File: src/rtl/sparc_dp_pkg.sv
// Shared SPARC datapath definitions: word width, channel count and the
// channel-select type used by the write-back distribution logic.
package sparc_dp_pkg;

    localparam int DP_WIDTH = 32;
    localparam int CH_SEL_W = 2;
    localparam int NUM_CH   = 4;

    typedef logic [CH_SEL_W-1:0] ch_sel_t;

endpackage

File: src/rtl/demux_chan_fifo.sv
// One show-ahead channel FIFO: head word is presented on dout whenever the
// channel holds data, and dout reads 0 while the channel is empty.
module demux_chan_fifo
    import sparc_dp_pkg::*;
#(
    parameter  int WIDTH = DP_WIDTH,
    parameter  int DEPTH = 2,
    localparam int AW    = $clog2(DEPTH)
) (
    input  logic             clk,
    input  logic             reset_n,
    input  logic             push,
    input  logic             pop,
    input  logic [WIDTH-1:0] din,
    output logic [WIDTH-1:0] dout,
    output logic [AW:0]      count
);

    logic [WIDTH-1:0] r_mem [DEPTH];
    logic [AW-1:0]    r_wr_ptr;
    logic [AW-1:0]    r_rd_ptr;
    logic [AW:0]      r_count;

    // The caller never pushes when full or pops when empty, so the count
    // only ever needs the plain +1/-1 cases. Pointers wrap naturally
    // because DEPTH is a power of two.
    always_ff @(posedge clk) begin
        if (!reset_n) begin
            r_wr_ptr <= '0;
            r_rd_ptr <= '0;
            r_count  <= '0;
        end else begin
            if (push) begin
                r_mem[r_wr_ptr] <= din;
                r_wr_ptr        <= r_wr_ptr + 1'b1;
            end
            if (pop) begin
                r_rd_ptr <= r_rd_ptr + 1'b1;
            end
            case ({push, pop})
                2'b10:   r_count <= r_count + 1'b1;
                2'b01:   r_count <= r_count - 1'b1;
                default: r_count <= r_count;
            endcase
        end
    end

    assign dout  = (r_count != '0) ? r_mem[r_rd_ptr] : '0;
    assign count = r_count;

endmodule

File: src/rtl/demux1to4_buf.sv
// 1:4 write-back distribution demux: steers one datapath word into one of
// four independently drained channel FIFOs selected by in_sel.
module demux1to4_buf
    import sparc_dp_pkg::*;
#(
    parameter  int WIDTH = DP_WIDTH,
    parameter  int DEPTH = 2,
    localparam int AW    = $clog2(DEPTH)
) (
    input  logic             clk,
    input  logic             reset_n,
    input  logic             in_valid,
    output logic             in_ready,
    input  ch_sel_t          in_sel,
    input  logic [WIDTH-1:0] in_data,
    output logic [3:0]       out_valid,
    input  logic [3:0]       out_ready,
    output logic [WIDTH-1:0] out_data_0,
    output logic [WIDTH-1:0] out_data_1,
    output logic [WIDTH-1:0] out_data_2,
    output logic [WIDTH-1:0] out_data_3,
    output logic [3:0]       ch_full,
    output logic [3:0]       ch_empty
);

    // Handshake: a word moves when valid & ready are both high at a rising
    // edge; a producer seeing valid & ~ready holds sel/data stable, and
    // ready never depends on the consumer side of the same cycle.
    logic [WIDTH-1:0] w_dout  [NUM_CH];
    logic [AW:0]      w_count [NUM_CH];
    logic [3:0]       w_push;
    logic [3:0]       w_pop;

    assign in_ready = ~ch_full[in_sel];

    for (genvar k = 0; k < NUM_CH; k++) begin : g_ch
        assign w_push[k]    = in_valid & in_ready & (in_sel == ch_sel_t'(k));
        assign w_pop[k]     = out_valid[k] & out_ready[k];
        assign out_valid[k] = (w_count[k] != '0);
        assign ch_full[k]   = (w_count[k] == (AW+1)'(DEPTH));
        assign ch_empty[k]  = (w_count[k] == '0);

        demux_chan_fifo #(
            .WIDTH (WIDTH),
            .DEPTH (DEPTH)
        ) u_fifo (
            .clk     (clk),
            .reset_n (reset_n),
            .push    (w_push[k]),
            .pop     (w_pop[k]),
            .din     (in_data),
            .dout    (w_dout[k]),
            .count   (w_count[k])
        );
    end

    assign out_data_0 = w_dout[0];
    assign out_data_1 = w_dout[1];
    assign out_data_2 = w_dout[2];
    assign out_data_3 = w_dout[3];

endmodule
File: config.mk
export PLATFORM = sky130hd
export DESIGN_NAME = demux1to4_buf
export DESIGN_NICKNAME = d
export VERILOG_FILES = /design/src/rtl/sparc_dp_pkg.sv /design/src/rtl/demux_chan_fifo.sv /design/src/rtl/demux1to4_buf.sv
export SDC_FILE = /design/constraint.sdc
export NUM_CORES = 1
export LEC_CHECK = 0
export ABC_AREA = 0
export CORE_MARGIN = 2
export CORE_UTILIZATION = 50
export CTS_CLUSTER_SIZE = 25
export DETAILED_ROUTE_END_ITERATION = 8
export PLACE_DENSITY = 0.78
export SLEW_MARGIN = 15
export SYNTH_ARGS = -nofsm -noshare
export SYNTH_HDL_FRONTEND = slang
export SYNTH_SLANG_ARGS = --single-unit
File: constraint.sdc
create_clock -name clk -period 6.2 [get_ports clk]
set_clock_uncertainty 0.2 [all_clocks]
set_input_delay 0.93 -clock clk [delete_from_list [all_inputs] [get_ports clk]]
set_output_delay 0.93 -clock clk [all_outputs]
set_load 0.005 [all_outputs]
==> results of run 1 <==
-- cells by family after synthesis --
group / share of synthesized area [%]
mux: 12.3
buf+inv: 1.76
compound gates: 0.980
flops: 76.3
simple gates: 7.20
xor+xnor: 0.991
fa+ha+maj: 0.472
-- per-layer routing --
metal | vias up | global-route usage [%]
li1 | 2774 | -
met1 | 2995 | 28.0
met2 | 198 | 32.5
met3 | 27 | 4.30
met4 | 0 | 3.57
met5 | - | 0
-- registers in the layout, indices dropped and copies added, names as in the netlist, named ones only --
| signal | cells |
|---|---|
| g_ch.u_fifo.r_rd_ptr | 4 |
| g_ch.u_fifo.count | 8 |
| g_ch.u_fifo.r_mem | 256 |
| g_ch.u_fifo.r_wr_ptr | 4 |
-- worst max-delay path: stages (launching register included) --
cell and delay (ns):
dfxtp_2 1.04, mux2i_1 0.17, nor2_1 0.28, clkdlybuf4s50_1 0.57
-- power groups by stage --
stage          Clock, uW  Combinational [uW]  Sequential (uW)
2_1_floorplan          0                 436             2140
3_3_place_gp           0                 872             2230
3_5_place_dp           0                 882             2240
4_1_cts             1520                 889             2200
5_1_grt             1600                 949             2200
6_report            1500                 879             2190
-- path summary, 6_finish.rpt --
check	startpoint	to	slack, ns	cells after the start
setup / recovery	register	out_data_3[6]	2.47	3
hold / removal	g_ch[1].u_fifo.r_wr_ptr	g_ch[1].u_fifo.r_wr_ptr	0.32	2
setup reg to reg	g_ch[0].u_fifo.count[0]	g_ch[0].u_fifo.r_mem[1][7]	3.67	3
hold reg to reg	g_ch[1].u_fifo.r_wr_ptr	g_ch[1].u_fifo.r_wr_ptr	0.32	2
-- per-stage QoR --
| step | cell area (um2) | hold slack (ns) | setup WS (ns) | instances | total power, uW |
|---|---|---|---|---|---|
| CTS | 13600 | 0.322 | 2.47 | 1137 | 4610 |
| detailed placement | 12800 | 0.312 | 2.09 | 1087 | 3120 |
| global placement | 12800 | 0.296 | 2.19 | 1087 | 3100 |
| floorplan | 10600 | 0.250 | 0.878 | 657 | 2580 |
| global route | 13600 | 0.356 | 2.32 | 1137 | 4750 |
| finish | 13600 | 0.317 | 2.47 | 1137 | 4570 |
-- cell type report --
cell class	count	area share (%)
clock buffer	32	5.12
clock inverter	18	0.894
inverter	14	0.387
multi-input combinational	336	17.8
sequential	276	59.6
tap	275	2.54
timing repair buffer	186	13.6
-- placed cells by master, fill, tap and decap left out, types with 3 or more instances in the layout --
cell type,netlist,routed
inv_1,14,14
or3_1,4,4
clkinv_1,0,5
a21boi_0,4,4
buf_4,0,5
clkbuf_1,17,5
xnor2_1,12,12
and2_1,15,15
nand2b_1,3,3
clkdlybuf4s50_1,0,181
nor2_1,137,129
clkinv_2,0,8
mux2i_1,128,128
nand3_1,4,4
ha_1,4,4
dfxtp_2,0,4
nor2_4,0,8
edfxtp_1,256,256
clkbuf_16,0,27
dfxtp_1,20,16
o21ai_0,8,8
==> metrics.md, run 1 <==
| Metric | Value |
|---|---|
| Status | `completed` |
| Crit end category | `output port` |
| Comb pwr share | `19.2%` |
| Initial antenna violation count | `0` |
| Number of routed nets with antenna violations | `0` |
| Nets | `886` |
| Syn Nets | `~700` |
| DR iter-0 viols | `around 420` |
| # rows | `between 50 and 60` |
| Max H-tree Level | `1` |
| Max Buffers Root-to-Sink | `3` |
| Cell-internal power | `roughly 3400 uW` |
| Seq/Total Area, Yosys | `approximately 76%` |
| DR pass1 iterations | `5` |
| Post-DP HPWL | `14.0 mm` |
| Synth top area share | `between 70% and 80%` |
| Largest cells by area after synthesis | `edfxtp_1 73%, mux2i_1 12%, nor2_1 4.9%` |
| I/O pin count | `182` |
| Max_cap viols | `0` |
| RSZ-0062 raised after global routing | `false` |
| Syn-to-layout area delta | `28.0%` |
| Hold Path Class | `reg2reg` |
| Via density | `around 5.3` |
| Switching pwr | `between 1000 and 1500 uW` |
| Critical path launch point type | `register` |
| Highest Signal Layer | `met4` |
| Pwr Density | `~340 mW/mm2` |
| Dominant synthesized flop cell | `edfxtp_1` |
| Core area | `0.0209 mm2` |
| FMAX | `268 MHz` |
| CTS buffer count | `27` |
| Die Y-Extent | `150 um` |
| M1 WL | `approximately 9.6 mm` |
| CP Class | `reg2out` |
| Final Hold Vio Count | `0` |
| Synth Register Bits | `around 280` |
| Final setup fails | `0` |
| Clock power frac | `roughly 33%` |
| Slew HR | `21.2%` |
| DRT Wirelength | `between 20 and 25 mm` |
| Synthesized area | `between 0.01 and 0.015 mm2` |
| Switching share of power | `about a quarter` |
| CTS resizes | `0` |
| Syn avg cell area | `16.1 um2` |
| Synth Warn # | `0` |
| Synth Instances | `between 600 and 700` |
| Routed WL per cell | `19.6 um` |
| CP required | `slightly above 5 ns` |
| Port-buffer cells | `approximately 180` |
| Number of global-route vias before repair | `between 5,000 and 6,000` |
| FILL cells | `roughly 1,500` |
| Post-synthesis cell type count | `28` |
| Post-CTS setup buffer count | `0` |
| Count of hold-fix buffers inserted at cts | `0` |
| First-pass GRT wire length | `~33 mm` |
| Min Clock Period, post-route | `between 3 and 4 ns` |
| Area of the multi-input gates | `~0.0024 mm2` |
| Max VDD drop | `0.000216 V` |
| CTS root buf | `clkbuf_16` |
| Crit path DAT | `about 2.6 ns` |
| Met3 wire length | `1.66 mm` |
| CTS tree | `yes` |
| Part of the power in registers | `approximately 48%` |
| DRC Markers | `0` |
| Core Util, Final | `65.0%` |
| Initial Util | `50.7%` |
| Clk slew on worst S/H paths | `around 0.06 ns` |
| Leading area contributor after synthesis | `edfxtp_1` |
| ANT cells | `0` |
| Pleak | `~0.0044 uW` |
| Largest net degree at the start of global routing | `35` |
| Max-slew violation count | `0` |
| Fraction of registers with async set/reset | `0%` |
| Setup TNS | `0 ns` |
| Commonest cells post-synth | `256 x edfxtp_1, 137 x nor2_1, 128 x mux2i_1` |
| Worst-margin pin slew | `approximately 1.2 ns` |
| Register area | `0.00809 mm2` |
| Number of flops mapped to enable cells by yosys | `~260` |
| Vias | `between 5,000 and 6,000` |
| Clock latency on the worst-skew pair | `around 0.52 ns` |
| Max Fanout on Critical Path | `32` |
| GR Overflow Total | `0` |
| Clock Sinks | `about 280` |
| Die W | `approximately 150 um` |
| Global placement routability congestion | `approximately 0.77` |
| GRT Total Usage | `between 10% and 20%` |
| DIE AREA | `between 0.02 and 0.025 mm2` |
| Most common cell in the netlist | `edfxtp_1` |
| Fin crit share | `60.2%` |
| Met2 routed WL | `10.8 mm` |
| Share of layout cells above drive strength 1 | `under 10%` |
Note: power is estimated with default switching activity, not from simulation.
==> run 2, diff against run 1 <==
--- a/config.mk
+++ b/config.mk
@@ -7,7 +7,7 @@
 export LEC_CHECK = 0
 export ABC_AREA = 0
 export CORE_MARGIN = 2
-export CORE_UTILIZATION = 50
+export CORE_UTILIZATION = 48
 export CTS_CLUSTER_SIZE = 25
 export DETAILED_ROUTE_END_ITERATION = 8
 export PLACE_DENSITY = 0.78
==> constraint.sdc (replaced) <==
create_clock -name clk -period 3.1 [get_ports clk]
set_clock_uncertainty 0.2 [all_clocks]
set_input_delay 0.465 -clock clk [delete_from_list [all_inputs] [get_ports clk]]
set_output_delay 0.465 -clock clk [all_outputs]
set_load 0.005 [all_outputs]
==> run 2 against run 1 <==
  * Power is 100% higher
  * Non-clock buffer count is 22 higher
  * Clock power is 99% higher
  * Die area is 4.1% higher
  * Worst setup slack worse by 2.4 ns
  * Sequential power is 95% higher
  * Count of clock-buffer cells in the layout is 6 higher
  * Register-to-register slack worse by 2.7 ns
  * Worst hold slack hardly changed
  * Critical path depth stayed put
  * Sequential share of layout area is 1.2 points lower
  * Via count is 1.1% higher
  * Critical path type unchanged
  * Largest cell class unchanged
  * Largest power group unchanged
==> metrics.md, run 2 (synthesis gave the netlist of run 1 again) <==
| Metric | Value |
|---|---|
| Status | `completed` |
| Initial Util | `48.7% (-2.0 points)` |
| Commonest non-fill, non-tap cell in the layout | `edfxtp_1` |
| Max-slew violation count | `0 (unchanged)` |
| DRT Wirelength | `23.6 mm (+5.6%)` |
| Slowest cell on crit path | `nor2_4` |
| Count of hold-fix buffers inserted at cts | `0 (unchanged)` |
| CTS buffer count | `27 (unchanged)` |
| Clock latency on the worst-skew pair | `0.51 ns (about the same)` |
| CP Class | `reg2out` |
| Max VDD drop | `0.000502 V (+130%)` |
| Critical path launch point type | `register` |
| Number of global-route vias before repair | `6,373 (+7.8%)` |
| Initial antenna violation count | `0 (unchanged)` |
| ANT cells | `0 (unchanged)` |
| WP buf/inv | `2 (+1)` |
| DRC Markers | `0 (unchanged)` |
| Largest net degree at the start of global routing | `34 (-2.9%)` |
| Clock Sinks | `276 (unchanged)` |
| First-pass GRT wire length | `36.4 mm (+8.9%)` |
| Crit path DAT | `2.33 ns (-0.27 ns)` |
| Switching pwr | `2300 uW (+100%)` |
| Syn-to-layout area delta | `30.6%` |
| CTS tree | `yes` |
| Vias | `6,059 (+1.1%)` |
| Final Hold Vio Count | `0 (unchanged)` |
| GR Overflow Total | `0 (unchanged)` |
| Final hold slack | `0.317 ns (+0.000455 ns)` |
| Clock power frac | `32.4% (-0.4 points)` |
| Max reg flops | `256 (unchanged)` |
| DIE AREA | `0.0233 mm2 (+4.1%)` |
| I/O pin count | `182 (unchanged)` |
| Placed instance area | `0.0130 mm2 (+2.2%)` |
| Post-DP HPWL | `15.7 mm (+12%)` |
| Max Buffers Root-to-Sink | `3 (unchanged)` |
| DR iter-0 viols | `367 (-12%)` |
| CP required | `2.43 ns (-2.64 ns)` |
| Part of the power in registers | `46.4% (-1.6 points)` |
| Crit end category | `output port` |
| Switching share of power | `25.0% (-0.20 points)` |
| FMAX | `~330 MHz` |
| Routed WL per cell | `20.3 um (+3.3%)` |
| CTS root buf | `clkbuf_16` |
| Max H-tree Level | `1 (unchanged)` |
| Worst-margin pin slew | `0.804 ns (-0.378 ns)` |
| # rows | `54 (+1.9%)` |
| Final setup fails | `0 (unchanged)` |
| Max_cap viols | `0 (unchanged)` |
| Max Fanout on Critical Path | `26 (-19%)` |
| Die Y-Extent | `153 um (+2.0%)` |
| Pwr Density | `665 mW/mm2 (+97%)` |
| Port-buffer cells | `181 (unchanged)` |
| Cell-internal power | `6910 uW (+100%)` |
| Dpl ws | `0.374 ns (-1.72 ns)` |
| DR pass1 iterations | `5 (unchanged)` |
| Die W | `153 um (+2.0%)` |
| CP peak stage delay | `0.65 ns (-0.39 ns)` |
| Worst setup margin | `0.103 ns (-2.37 ns)` |
| Crit-path leading delay family | `buffers and inverters` |
| Number of routed nets with antenna violations | `0 (unchanged)` |
| RSZ-0062 raised after global routing | `false` |
| Share of layout cells above drive strength 1 | `9.41% (+2.0 points)` |
| Cells along the critical path | `nor2_4 -> buf_4 -> clkdlybuf4s50_1` |
| Nets | `908 (+2.5%)` |
| Via density | `5.21 (-1.1%)` |
| Commonest cells after routing, fill and taps aside | `256 x edfxtp_1, 181 x clkdlybuf4s50_1, 129 x nor2_1` |
| Post-CTS setup buffer count | `0 (unchanged)` |
| Slew HR | `46.3% (+25 points)` |
| Register ranked first by flip-flop count | `g_ch.u_fifo.r_mem` |
| Clk slew on worst S/H paths | `0.06 ns (about the same)` |
| Global placement routability congestion | `0.788 (+2.9%)` |
| Pleak | `0.00449 uW (+3.0%)` |
| Core area | `0.0218 mm2 (+4.2%)` |
| Hold Path Class | `reg2reg` |
| GRT Total Usage | `20.2% (+0.38 points)` |
| Min Clock Period, post-route | `around 3.0 ns` |
| Comb pwr share | `21.3% (+2.1 points)` |
| FILL cells | `1,549 (+3.8%)` |
| CTS resizes | `0 (unchanged)` |
| Fin area | `0.0138 mm2 (+2.0%)` |
| Fin crit share | `between 90% and 100%` |
==> run 2: cell types whose count changed in the layout (fill, tap and decap cells not counted) <==
cell	change
clkinv_1	-1
buf_4	+15
nor4b_4	+2
bufinv_16	-1
nor4b_2	-2
clkbuf_8	+4
clkinvlp_4	-2
inv_6	-2
clkinv_2	-5
clkinv_4	+3
clkbuf_1	+2
buf_12	+7
==> run 2: through the flow <==
step           setup TNS (ns)  cells  power (uW)  utilization [%]
6_report                    0   1162        9210             63.6
5_1_grt                     0   1162        9570             63.6
4_1_cts                     0   1162        9300             63.6
3_5_place_dp                0   1114        6320             59.9
3_3_place_gp                0   1114        6280             59.9
2_1_floorplan          -10.52    657        5150                -
==> run 2: cell type report <==
| cell class | instances | area (um2) | area share (%) |
|---|---|---|---|
| flip-flops and latches | 276 | 8090 | 58.5 |
| multi-input cells | 336 | 2430 | 17.6 |
| repair buffers | 208 | 2100 | 15.2 |
| clock buffers | 38 | 757 | 5.47 |
| well taps | 280 | 350 | 2.53 |
| clock inverters | 10 | 56.3 | 0.407 |
| inverters | 14 | 52.6 | 0.380 |
==> run 2: worst reg2reg max path, stage by stage, from the launching register on <==
cell      delay (ns)
dfxtp_1         0.48
nor2b_2         0.15
or3b_1          0.39
ha_1            0.33
or3_1           0.35
a21boi_0        0.16
==> run 2: power groups by stage <==
stage                     logic [uW]  registers [uW]  clock network (uW)
after floorplan                  875            4280                   0
after global placement          1940            4350                   0
after detailed placement        1970            4350                   0
after CTS                       1990            4270                3040
after global routing            2100            4280                3180
final                           1960            4270                2980
==> run 2: metal layers <==
metal  global-route usage, %  up-vias  routed length (um)
met4                    5.47        0                 455
met2                    36.1      201               12100
met5                       0        -                   0
li1                        -     2813                   -
met1                    25.8     3015                9610
met3                    3.21       30                1410
==> run 2: final timing paths <==
kind	start	slack, ns	depth (start not counted)	endpoint
min reg2reg	g_ch[2].u_fifo.r_wr_ptr	0.32	1	g_ch[2].u_fifo.r_wr_ptr
max	g_ch[3].u_fifo.count[1]	0.10	3	ch_empty[3]
max reg2reg	g_ch[0].u_fifo.count[0]	0.96	5	g_ch[0].u_fifo.count[1]
min	g_ch[2].u_fifo.r_wr_ptr	0.32	1	g_ch[2].u_fifo.r_wr_ptr
